===== src/rtl/yp_uart_rx.sv =====
// UART receiver: start(0), DATA_WIDTH data bits LSB first, optional even parity, stop(1).
// Each bit is sampled once at clk_cnt==HALF; every frame is delivered, qualified by error flags.
module yp_uart_rx #(
    parameter int unsigned DATA_WIDTH   = 8,
    parameter int unsigned CLKS_PER_BIT = 1,
    parameter int unsigned PARITY_EN    = 1
) (
    input  logic                  i_clk,
    input  logic                  i_rst,
    input  logic                  i_rx_data,
    output logic [DATA_WIDTH-1:0] o_data_out,
    output logic                  o_rx_valid,
    output logic                  o_parity_err,
    output logic                  o_frame_err,
    output logic                  o_rx_busy
);
    localparam int unsigned CW = (CLKS_PER_BIT > 1) ? $clog2(CLKS_PER_BIT) : 1;
    localparam int unsigned BW = $clog2(DATA_WIDTH);
    localparam logic [CW-1:0] HALF_C   = CW'(CLKS_PER_BIT / 2);
    localparam logic [CW-1:0] LAST_C   = CW'(CLKS_PER_BIT - 1);
    localparam logic [BW-1:0] LAST_BIT = BW'(DATA_WIDTH - 1);

    typedef enum logic [2:0] {
        S_WAIT_HIGH,
        S_IDLE,
        S_START,
        S_DATA,
        S_PARITY,
        S_STOP
    } state_t;

    state_t                state_q, state_d;
    logic [CW-1:0]         clk_cnt_q, clk_cnt_d;
    logic [BW-1:0]         bit_cnt_q, bit_cnt_d;
    logic [DATA_WIDTH-1:0] shift_q, shift_d;
    logic                  par_q, par_d;
    logic [DATA_WIDTH-1:0] data_q, data_d;
    logic                  valid_q, valid_d;
    logic                  perr_q, perr_d;
    logic                  ferr_q, ferr_d;
    logic                  sample_pt;
    logic                  wrap;
    logic [CW-1:0]         clk_cnt_inc;

    assign sample_pt   = (clk_cnt_q == HALF_C);
    assign wrap        = (clk_cnt_q == LAST_C);
    assign clk_cnt_inc = wrap ? '0 : clk_cnt_q + CW'(1);

    always_comb begin
        state_d   = state_q;
        clk_cnt_d = clk_cnt_q;
        bit_cnt_d = bit_cnt_q;
        shift_d   = shift_q;
        par_d     = par_q;
        data_d    = data_q;
        valid_d   = 1'b0;
        perr_d    = perr_q;
        ferr_d    = ferr_q;
        unique case (state_q)
            S_WAIT_HIGH: begin
                clk_cnt_d = '0;
                if (i_rx_data) state_d = S_IDLE;
            end
            S_IDLE: begin
                clk_cnt_d = '0;
                bit_cnt_d = '0;
                if (!i_rx_data) begin
                    if (CLKS_PER_BIT == 1) begin
                        state_d = S_DATA;
                    end else begin
                        state_d   = S_START;
                        clk_cnt_d = CW'(1);
                    end
                end
            end
            S_START: begin
                clk_cnt_d = clk_cnt_inc;
                if (sample_pt && i_rx_data) begin
                    state_d   = S_IDLE;
                    clk_cnt_d = '0;
                end else if (wrap) begin
                    state_d   = S_DATA;
                    bit_cnt_d = '0;
                end
            end
            S_DATA: begin
                clk_cnt_d = clk_cnt_inc;
                if (sample_pt) shift_d[bit_cnt_q] = i_rx_data;
                if (wrap) begin
                    if (bit_cnt_q == LAST_BIT) begin
                        bit_cnt_d = '0;
                        state_d   = (PARITY_EN != 0) ? S_PARITY : S_STOP;
                    end else begin
                        bit_cnt_d = bit_cnt_q + BW'(1);
                    end
                end
            end
            S_PARITY: begin
                clk_cnt_d = clk_cnt_inc;
                if (sample_pt) par_d = i_rx_data ^ (^shift_q);
                if (wrap) state_d = S_STOP;
            end
            S_STOP: begin
                clk_cnt_d = clk_cnt_inc;
                // Leave on the sample cycle so a start bit right after the stop sample is not missed.
                if (sample_pt) begin
                    valid_d   = 1'b1;
                    data_d    = shift_q;
                    perr_d    = (PARITY_EN != 0) ? par_q : 1'b0;
                    ferr_d    = ~i_rx_data;
                    clk_cnt_d = '0;
                    state_d   = i_rx_data ? S_IDLE : S_WAIT_HIGH;
                end
            end
            default: state_d = S_WAIT_HIGH;
        endcase
    end

    always_ff @(posedge i_clk or posedge i_rst) begin
        if (i_rst) begin
            state_q   <= S_WAIT_HIGH;
            clk_cnt_q <= '0;
            bit_cnt_q <= '0;
            shift_q   <= '0;
            par_q     <= 1'b0;
            data_q    <= '0;
            valid_q   <= 1'b0;
            perr_q    <= 1'b0;
            ferr_q    <= 1'b0;
        end else begin
            state_q   <= state_d;
            clk_cnt_q <= clk_cnt_d;
            bit_cnt_q <= bit_cnt_d;
            shift_q   <= shift_d;
            par_q     <= par_d;
            data_q    <= data_d;
            valid_q   <= valid_d;
            perr_q    <= perr_d;
            ferr_q    <= ferr_d;
        end
    end

    assign o_data_out   = data_q;
    assign o_rx_valid   = valid_q;
    assign o_parity_err = perr_q;
    assign o_frame_err  = ferr_q;
    assign o_rx_busy    = (state_q != S_IDLE) && (state_q != S_WAIT_HIGH);

endmodule


===== config.mk =====
export PLATFORM = sky130hd
export DESIGN_NAME = yp_uart_rx
export DESIGN_NICKNAME = d
export VERILOG_FILES = /design/src/rtl/yp_uart_rx.sv
export SDC_FILE = /design/constraint.sdc
export NUM_CORES = 1
export LEC_CHECK = 0
export ABC_AREA = 1
export CORE_ASPECT_RATIO = 0.5
export CORE_MARGIN = 4
export CORE_UTILIZATION = 40
export DETAILED_ROUTE_END_ITERATION = 12
export SLEW_MARGIN = 20
export SYNTH_ARGS = -nofsm -noshare
export SYNTH_HDL_FRONTEND = slang
export SYNTH_SLANG_ARGS = --single-unit

===== constraint.sdc =====
create_clock -name i_clk -period 3 [get_ports i_clk]
set_input_delay 0.45 -clock i_clk [delete_from_list [all_inputs] [get_ports i_clk]]
set_output_delay 0.45 -clock i_clk [all_outputs]
set_load 0.1 [all_outputs]

# == Word level (Yosys, flattened, before mapping) ==
# Cells that the tools add are included.
# word_totals
register_bits,27
out_inout_bits,12
inputBits,3
# op_classes
eq_ne,16
n_reduce_logical,15
n_bitwise,3
muxes,24
addsub,2
magnitude_cmp,2
# ops
cell,n
two-way mux 3 bit,12
one-hot mux 3 bit (6 select lines),1
inequality test 2 bit (second input constant),8
== test 3 bit (second input constant),3
one-hot mux 3 bit (3 select lines),1
bitwise mux 8 bit,1
XOR reduction 8 bit,1
two-way mux 1 bit,7
AND reduction 7 bit,1
== test 3 x 2 -> 1 bit (second input constant),2
AND reduction 2 bit,3
nonzero test 3 bit,2
less-than comparator 3 x 4 -> 1 bit (second input constant),1
one-hot mux 1 bit (4 select lines),1
AND reduction 4 bit,1
nonzero test 4 bit,1
OR reduction 2 bit,2
adder 3 x 1 -> 3 bit (second input constant),1
demux 1 bit (select 3 bit),1
== test 3 x 1 -> 1 bit (second input constant),1
greater-or-equal comparator 3 x 1 -> 1 bit (second input constant),1
logical AND 1 bit,3
logical NOT 3 bit,1
inequality test 3 x 1 -> 1 bit (second input constant),1
4 further kinds,5

# == Depth between registers and ports, before layout ==
# Gate-level depths: netlist (run 1).
# logic_depth
depth_word,5
depth_mapped,9
depth_no_buf,9

# == Worst setup path before layout (run 1) ==
# OpenSTA, ideal clock, no wires.
# synth_timing
path_kind,register to output
startpoint,reg state_q[0]
endpoint,out o_rx_busy
path_buffers,0
path_stages_with_launch,5
required_ps,2550
setup_slack_ps,1269
arrival_time_ps,1281
path_cell_list,dfrtp_1 -> nor2_1 -> nand2_1 -> o21ai_0 -> inv_1
# synth_between
elab_chain_cells,2
# synth_lines
element,line,source
"start, declared",32,"state_t state_q, state_d;"
"start signal, assigned",131,state_q <= state_d;
inequality test 3 x 1 -> 1 bit / nonzero test 3 bit (equally long branches),147,assign o_rx_busy = (state_q != S_IDLE) && (state_q != S_WAIT_HIGH);
logical AND 1 bit (*),147,
"end, declared",15,output logic o_rx_busy
# Mark *: on every way between the ends. The rest lies on a longest branch, timed or not.

# == Worst setup path after layout (run 1) ==
# layout_timing
startpoint,reg state_q[2]
endpoint,out o_rx_busy
# The elaborated chain is that of the path after synthesis.

==> key figures, run 1 <==
Outcome
  • Status: finished clean

Detailed routing
  • Post-detailed-routing wire length: 2440 um
  • Via-to-Cell Ratio: between 4 and 5
  • Count of TritonRoute iterations in the first routing pass: 4
  • Number of routed nets with antenna violations: 0
  • Final routed wire length divided by cell count: ~12 um
  • Via Count: between 1,000 and 1,500
  • First DRT Iteration DRCs: 29
  • Drt drc: 0

Place
  • # port buffers: 14
  • Half-perimeter wire length after placement: ~1800 um
  • RD Place Congestion: between 0.8 and 0.9

Floorplan
  • Std-Cell Core Area: about 0.0030 mm2
  • Die footprint: ~0.0042 mm2
  • Die span in y: ~48 um
  • Chip Width: 87.8 um
  • Total I/O pin count: 15
  • Row cnt: 14
  • Initial standard-cell utilization of the core: 0.420

Timing
  • Final setup violation count: 0
  • Clock skew after layout: around 0.0064 ns
  • Worst-margin pin slew: 0.404 ns
  • Final hold violation count: 0
  • Setup repair after global routing missed its margin: false
  • Post-Route Setup TNS: 0 ns
  • Final worst-path cycle share: 0.618
  • Worst slew margin: 0.728
  • Max-slew violation count: 0
  • Highest clock rate: between 0.5 and 0.6 GHz
  • Post-layout min period: ~1.9 ns

Clock tree
  • Resize count post-CTS: 0
  • Number of post-CTS setup repair buffers: 0
  • CTS clk-pin slew, worst paths: approximately 0.09 ns
  • Clock Sink Count: 26
  • Total clock buffers created by CTS: 3
  • Latest clock arrival within the worst-skew pair: 0.27 ns
  • Buffer type at the clock tree root: sky130_fd_sc_hd__clkbuf_8
  • Post-cts hold buffer count: 0
  • Number of buffers between clock root and the deepest sink: 2
  • H-Tree Depth: 1
  • TritonCTS clock tree: yes

Synthesis
  • Mean area per synthesized cell: about 8.2 um2
  • Most area-consuming cells after synthesis: sky130_fd_sc_hd__dfrtp_1 (51%), sky130_fd_sc_hd__nand2_1 (14%), sky130_fd_sc_hd__inv_1 (4.7%)
  • Sequential area share after synthesis: 0.511
  • Post-Syn Nets: 160
  • YS warnings: 0
  • Gate Count Post-Synth: about 160
  • Largest area contributor in the synthesized netlist: sky130_fd_sc_hd__dfrtp_1
  • Area share of the leading cell type in the synthesized netlist: 0.511
  • Yosys reg bits: 26
  • Post-synthesis instance area: between 0.001 and 0.0015 mm2
  • Distinct cells, synth: 22

Critical path
  • Data required time of the worst path: between 2 and 3 ns
  • Arrival time at the worst endpoint: around 1.4 ns
  • Reg-to-reg critical path startpoint: bit_cnt_q[0]
  • Reg2Reg Capture Point: state_q[1]
  • Standard cell with the maximum stage delay on the critical path: sky130_fd_sc_hd__dfrtp_1
  • Worst setup path category: reg2out
  • Category of the worst setup path launch point: register
  • Cells traversed along the worst timing path: inv_2 -> nand2_1 -> o21ai_0 -> inv_1 -> buf_4
  • Family of cells with the greatest summed delay on the critical path: flip-flops
  • Critical path buffer and inverter count: 3
  • Worst-case register-to-register setup slack: between 1.5 and 2 ns
  • Type of element capturing the critical path: output port
  • R2r worst-path depth: 6
  • CP peak stage delay: 0.46 ns
  • Max FO, Critical Path: 6

Global route
  • Congestion Overflow GR: 0
  • Wire length of the first global-routing pass: approximately 4100 um
  • Vias in the first global route: roughly 890
  • Total global routing track utilization: 0.128
  • Maximum number of pins on one net before global-route repair: 27
  • Antenna violations before repair: 0

Job
  • Number of max-cap violations: 0

Cells and area
  • Count of nets after finishing: 178
  • Fillers: slightly above 300
  • Synthesis-to-layout area growth: 18.0%
  • Area taken by flip-flops and latches: 651 um2
  • Share of post-route cells with drive strength above 1: 0.151
  • Area occupied by multi-input gates: 542 um2
  • Antenna diode count: 0

Worst hold path
  • Launch point of the worst hold path: o_data_out[6]
  • Path category of the worst min-delay check: reg2reg
  • Worst min-delay path endpoint: o_data_out[6]
  • Worst hold path depth: 2
## area by class of cell
cell class / count / share of cell area
Clock buffer: 3 / 0.0275
Clock inverter: 1 / 0.0200
Inverter: 19 / 0.0475
Multi-Input combinational cell: 108 / 0.361
Sequential cell: 26 / 0.433
Tap cell: 40 / 0.0333
Timing Repair Buffer: 15 / 0.0783
## worst max path at each step
stage                     startpoint        end  slack, ns  depth (start not counted)
after floorplan           state_q[0]  o_rx_busy       1.27                          4
after global placement     i_rx_data      par_q       1.18                         10
after detailed placement   i_rx_data      par_q       1.13                         10
after CTS                 state_q[2]  o_rx_busy       1.14                          5
after global routing      state_q[2]  o_rx_busy       1.01                          5
final                     state_q[2]  o_rx_busy       1.14                          5
## layout by cell type, fill, tap and decap left out, drive strengths merged
master          n
bufinv          1
xor2            1
inv            19
ha              2
nand3           8
dfrtp          26
nor3            2
o31ai           1
a21oi          12
nor2           11
clkdlybuf4s50   2
xnor2           1
clkbuf          3
buf            13
a31oi           8
o22ai           1
o21ai          12
nand2          49
## per-stage QoR
| stage | setup WS, ns | cells | hold slack, ns | utilization | cell area, um2 |
|---|---|---|---|---|---|
| finish | 1.14 | 212 | 0.490 | 0.496 | 1500 |
| floorplan | 1.27 | 155 | 0.442 | - | 1270 |
| global placement | 1.18 | 208 | 0.465 | 0.472 | 1430 |
| global route | 1.01 | 212 | 0.527 | 0.496 | 1500 |
| detailed placement | 1.13 | 208 | 0.473 | 0.472 | 1430 |
| CTS | 1.14 | 212 | 0.495 | 0.496 | 1500 |
## routing by layer
| layer | global-route usage | wire length [um] | vias to the layer above |
|---|---|---|---|
| met5 | 0 | 0 | - |
| met3 | 0.0309 | 161 | 2 |
| met1 | 0.189 | 1300 | 468 |
| li1 | - | - | 540 |
| met2 | 0.190 | 965 | 21 |
| met4 | 0.0275 | 8 | 0 |
## flip-flops by register name, indices dropped and copies added (netlist names)
signal,count
o_parity_err,1
o_frame_err,1
o_data_out,8
bit_cnt_q,3
par_q,1
o_rx_valid,1
shift_q,8
state_q,3
## cells in the mapped netlist
master	instances
sky130_fd_sc_hd__buf_2	2
sky130_fd_sc_hd__a31oi_1	8
sky130_fd_sc_hd__xor2_1	1
sky130_fd_sc_hd__o21ai_0	3
sky130_fd_sc_hd__nor2_1	9
sky130_fd_sc_hd__nand3_4	1
sky130_fd_sc_hd__a21oi_2	1
sky130_fd_sc_hd__nand2_1	49
sky130_fd_sc_hd__dfrtp_1	26
sky130_fd_sc_hd__inv_1	16
sky130_fd_sc_hd__o21ai_1	8
sky130_fd_sc_hd__o22ai_1	1
sky130_fd_sc_hd__nand3_2	1
sky130_fd_sc_hd__inv_2	3
sky130_fd_sc_hd__nor3_1	2
sky130_fd_sc_hd__xnor2_1	1
sky130_fd_sc_hd__ha_1	2
sky130_fd_sc_hd__o21ai_2	1
sky130_fd_sc_hd__nand3_1	6
sky130_fd_sc_hd__o31ai_1	1
sky130_fd_sc_hd__nor2_4	2
sky130_fd_sc_hd__a21oi_1	11
## tightest hold or removal path, cell delays in order (launching register included)
cell and delay (ns):
sky130_fd_sc_hd__dfrtp_1 0.36, sky130_fd_sc_hd__nand2_1 0.05, sky130_fd_sc_hd__nand2_1 0.05
## logic make-up after synthesis
| group | share of synthesized area |
|---|---|
| AOI/OAI and AO/OA | 0.150 |
| DFF | 0.511 |
| and+or+nand+nor | 0.242 |
| buffers and inverters | 0.0639 |
| xor gates and xnor gates | 0.0138 |
| adders and majority gates | 0.0196 |
Power of run 1 is left out: the tool's default activity adds up to more than one toggle a clock period on the data nets, which glitch-free logic cannot reach.
==> run 2, diff against run 1 <==
==> constraint.sdc (replaced) <==
create_clock -name i_clk -period 1.7 [get_ports i_clk]
set_input_delay 0.255 -clock i_clk [delete_from_list [all_inputs] [get_ports i_clk]]
set_output_delay 0.255 -clock i_clk [all_outputs]
set_load 0.1 [all_outputs]
==> key figures, run 2 (synthesized netlist as in run 1, its figures left out) <==
Global route
  • Congestion Overflow GR: 0 (unchanged)
  • Antenna violations before repair: 0 (unchanged)
  • Wire length of the first global-routing pass: 4130 um (+0.17%)
  • Maximum number of pins on one net before global-route repair: 27 (unchanged)
  • Total global routing track utilization: 0.131 (+0.00360)
  • Vias in the first global route: 886 (unchanged)

Timing
  • Post-Route Setup TNS: 0 ns (unchanged)
  • Final hold violation count: 0 (unchanged)
  • Worst-margin pin slew: 0.410 ns (+0.00554 ns)
  • Worst path setup slack after routing: 0.110 ns (-1.04 ns)
  • Setup repair after global routing missed its margin: false
  • Worst slew margin: 0.724 (-0.00373)
  • Final worst-path cycle share: 0.936
  • Max-slew violation count: 0 (unchanged)
  • Post-layout min period: 1.59 ns
  • Highest clock rate: 0.629 GHz
  • Final setup violation count: 0 (unchanged)
  • Clock skew after layout: 0.00455 ns (-0.00180 ns)

Clock tree
  • Clock Sink Count: 26 (unchanged)
  • Post-cts hold buffer count: 0 (unchanged)
  • Number of buffers between clock root and the deepest sink: 2 (unchanged)
  • Number of post-CTS setup repair buffers: 0 (unchanged)
  • H-Tree Depth: 1 (unchanged)
  • Buffer type at the clock tree root: sky130_fd_sc_hd__clkbuf_8
  • Latest clock arrival within the worst-skew pair: 0.27 ns (about the same)
  • TritonCTS clock tree: yes
  • Total clock buffers created by CTS: 3 (unchanged)
  • CTS clk-pin slew, worst paths: 0.09 ns (about the same)

Place
  • Number of placed cells counting well taps: 210 (+0.96%)
  • RD Place Congestion: 0.788 (-2.7%)
  • # port buffers: 14 (unchanged)
  • Half-perimeter wire length after placement: 1850 um (+3.7%)
  • Placement-stage worst setup slack: 0.0815 ns (-1.05 ns)

Detailed routing
  • Via Count: 1,022 (-0.87%)
  • Count of TritonRoute iterations in the first routing pass: 4 (unchanged)
  • First DRT Iteration DRCs: 32 (+10%)
  • Via-to-Cell Ratio: 4.78 (-1.8%)
  • Final routed wire length divided by cell count: 11.4 um (-0.98%)
  • Number of routed nets with antenna violations: 0 (unchanged)
  • Drt drc: 0 (unchanged)
  • Post-detailed-routing wire length: 2440 um (about the same)

Critical path
  • Reg-to-reg critical path startpoint: bit_cnt_q[0]
  • R2r worst-path depth: 6 (unchanged)
  • Launching instance or port of the critical path: state_q[0]
  • Crit path capture: o_rx_busy
  • Reg2Reg Capture Point: state_q[1]
  • Type of element capturing the critical path: output port
  • Arrival time at the worst endpoint: 1.34 ns (-0.07 ns)
  • Category of the worst setup path launch point: register
  • Worst-case register-to-register setup slack: 0.33 ns (-1.31 ns)
  • Data required time of the worst path: 1.44 ns (-1.11 ns)
  • Max FO, Critical Path: 6 (unchanged)
  • Worst setup path category: reg2out

Cells and area
  • Share of post-route cells with drive strength above 1: 0.178 (+0.0270)
  • Most frequent standard cell in the layout excluding fill and tap cells: sky130_fd_sc_hd__nand2_1
  • Most frequent cells in the layout: sky130_fd_sc_hd__nand2_1 (49), sky130_fd_sc_hd__dfrtp_1 (23), sky130_fd_sc_hd__inv_1 (16)
  • Count of nets after finishing: 180 (+1.1%)
  • Final std cells w/o fill: 214 (+0.94%)
  • Post-layout util: 0.552 (+0.0557)
  • Synthesis-to-layout area growth: 31.2%
  • Antenna diode count: 0 (unchanged)

Floorplan
  • Std-Cell Core Area: 0.00303 mm2 (unchanged)
  • Row cnt: 14 (unchanged)
  • Die footprint: 0.00421 mm2 (unchanged)
  • Die span in y: 47.9 um (unchanged)
  • Total I/O pin count: 15 (unchanged)
  • Initial standard-cell utilization of the core: 0.420 (unchanged)
  • Chip Width: 87.8 um (unchanged)

Job
  • Number of max-cap violations: 0 (unchanged)

Outcome
  • Status: finished clean

Worst hold path
  • Path category of the worst min-delay check: in2async
==> run 2: cell types whose count changed in the layout (fill, tap and decap cells not counted) <==
cell,change
sky130_fd_sc_hd__o21ai_0,-1
sky130_fd_sc_hd__buf_4,-10
sky130_fd_sc_hd__o21ai_1,+1
sky130_fd_sc_hd__dfrtp_1,-3
sky130_fd_sc_hd__dfrtp_2,+3
sky130_fd_sc_hd__buf_12,+12
==> run 2: worst max-delay path, stage by stage (launching register included) <==
cell and delay (ns):
sky130_fd_sc_hd__dfrtp_2 0.47, sky130_fd_sc_hd__nor2_1 0.16, sky130_fd_sc_hd__nand2_1 0.10, sky130_fd_sc_hd__o21ai_1 0.09, sky130_fd_sc_hd__inv_1 0.08, sky130_fd_sc_hd__buf_12 0.17
==> run 2: layout make-up <==
class | count | area [um2]
tap | 40 | 50.0
fill | 279 | 1360
sequential | 26 | 654
timing repair buffer | 17 | 283
clock inverter | 1 | 30.0
clock buffer | 3 | 41.3
inverter | 19 | 71.3
multi-input combinational | 108 | 542
==> run 2: per-layer routing <==
metal,GRT usage,vias up,part of all wire
li1,-,543,-
met4,0.0275,0,0
met3,0.0412,0,0.053
met1,0.185,457,0.53
met5,0,-,0
met2,0.201,22,0.42
==> run 2: worst min-delay path by stage <==
stage                      from             to  cells past startpoint
after floorplan           i_rst   bit_cnt_q[0]                      1
after global placement    par_q   o_parity_err                      2
after detailed placement  par_q   o_parity_err                      2
after CTS                 i_rst  o_data_out[6]                      3
after global routing      i_rst     o_rx_valid                      3
final                     i_rst  o_data_out[6]                      3
==> run 2: stage by stage <==
| step | hold WS (ns) | instance area, um2 |
|---|---|---|
| final | 0.331 | 1670 |
| after global routing | 0.381 | 1670 |
| after CTS | 0.347 | 1670 |
| after detailed placement | 0.473 | 1600 |
| after global placement | 0.470 | 1600 |
| after floorplan | 0.295 | 1270 |
==> run 2: repair_timing <==
item | CTS | global route
resized for setup | 0 | 4
setup endpoints to repair | 0 | 1
endpoints found under the hold margin | 0 | 0
Power of run 2 is left out for the same reason.
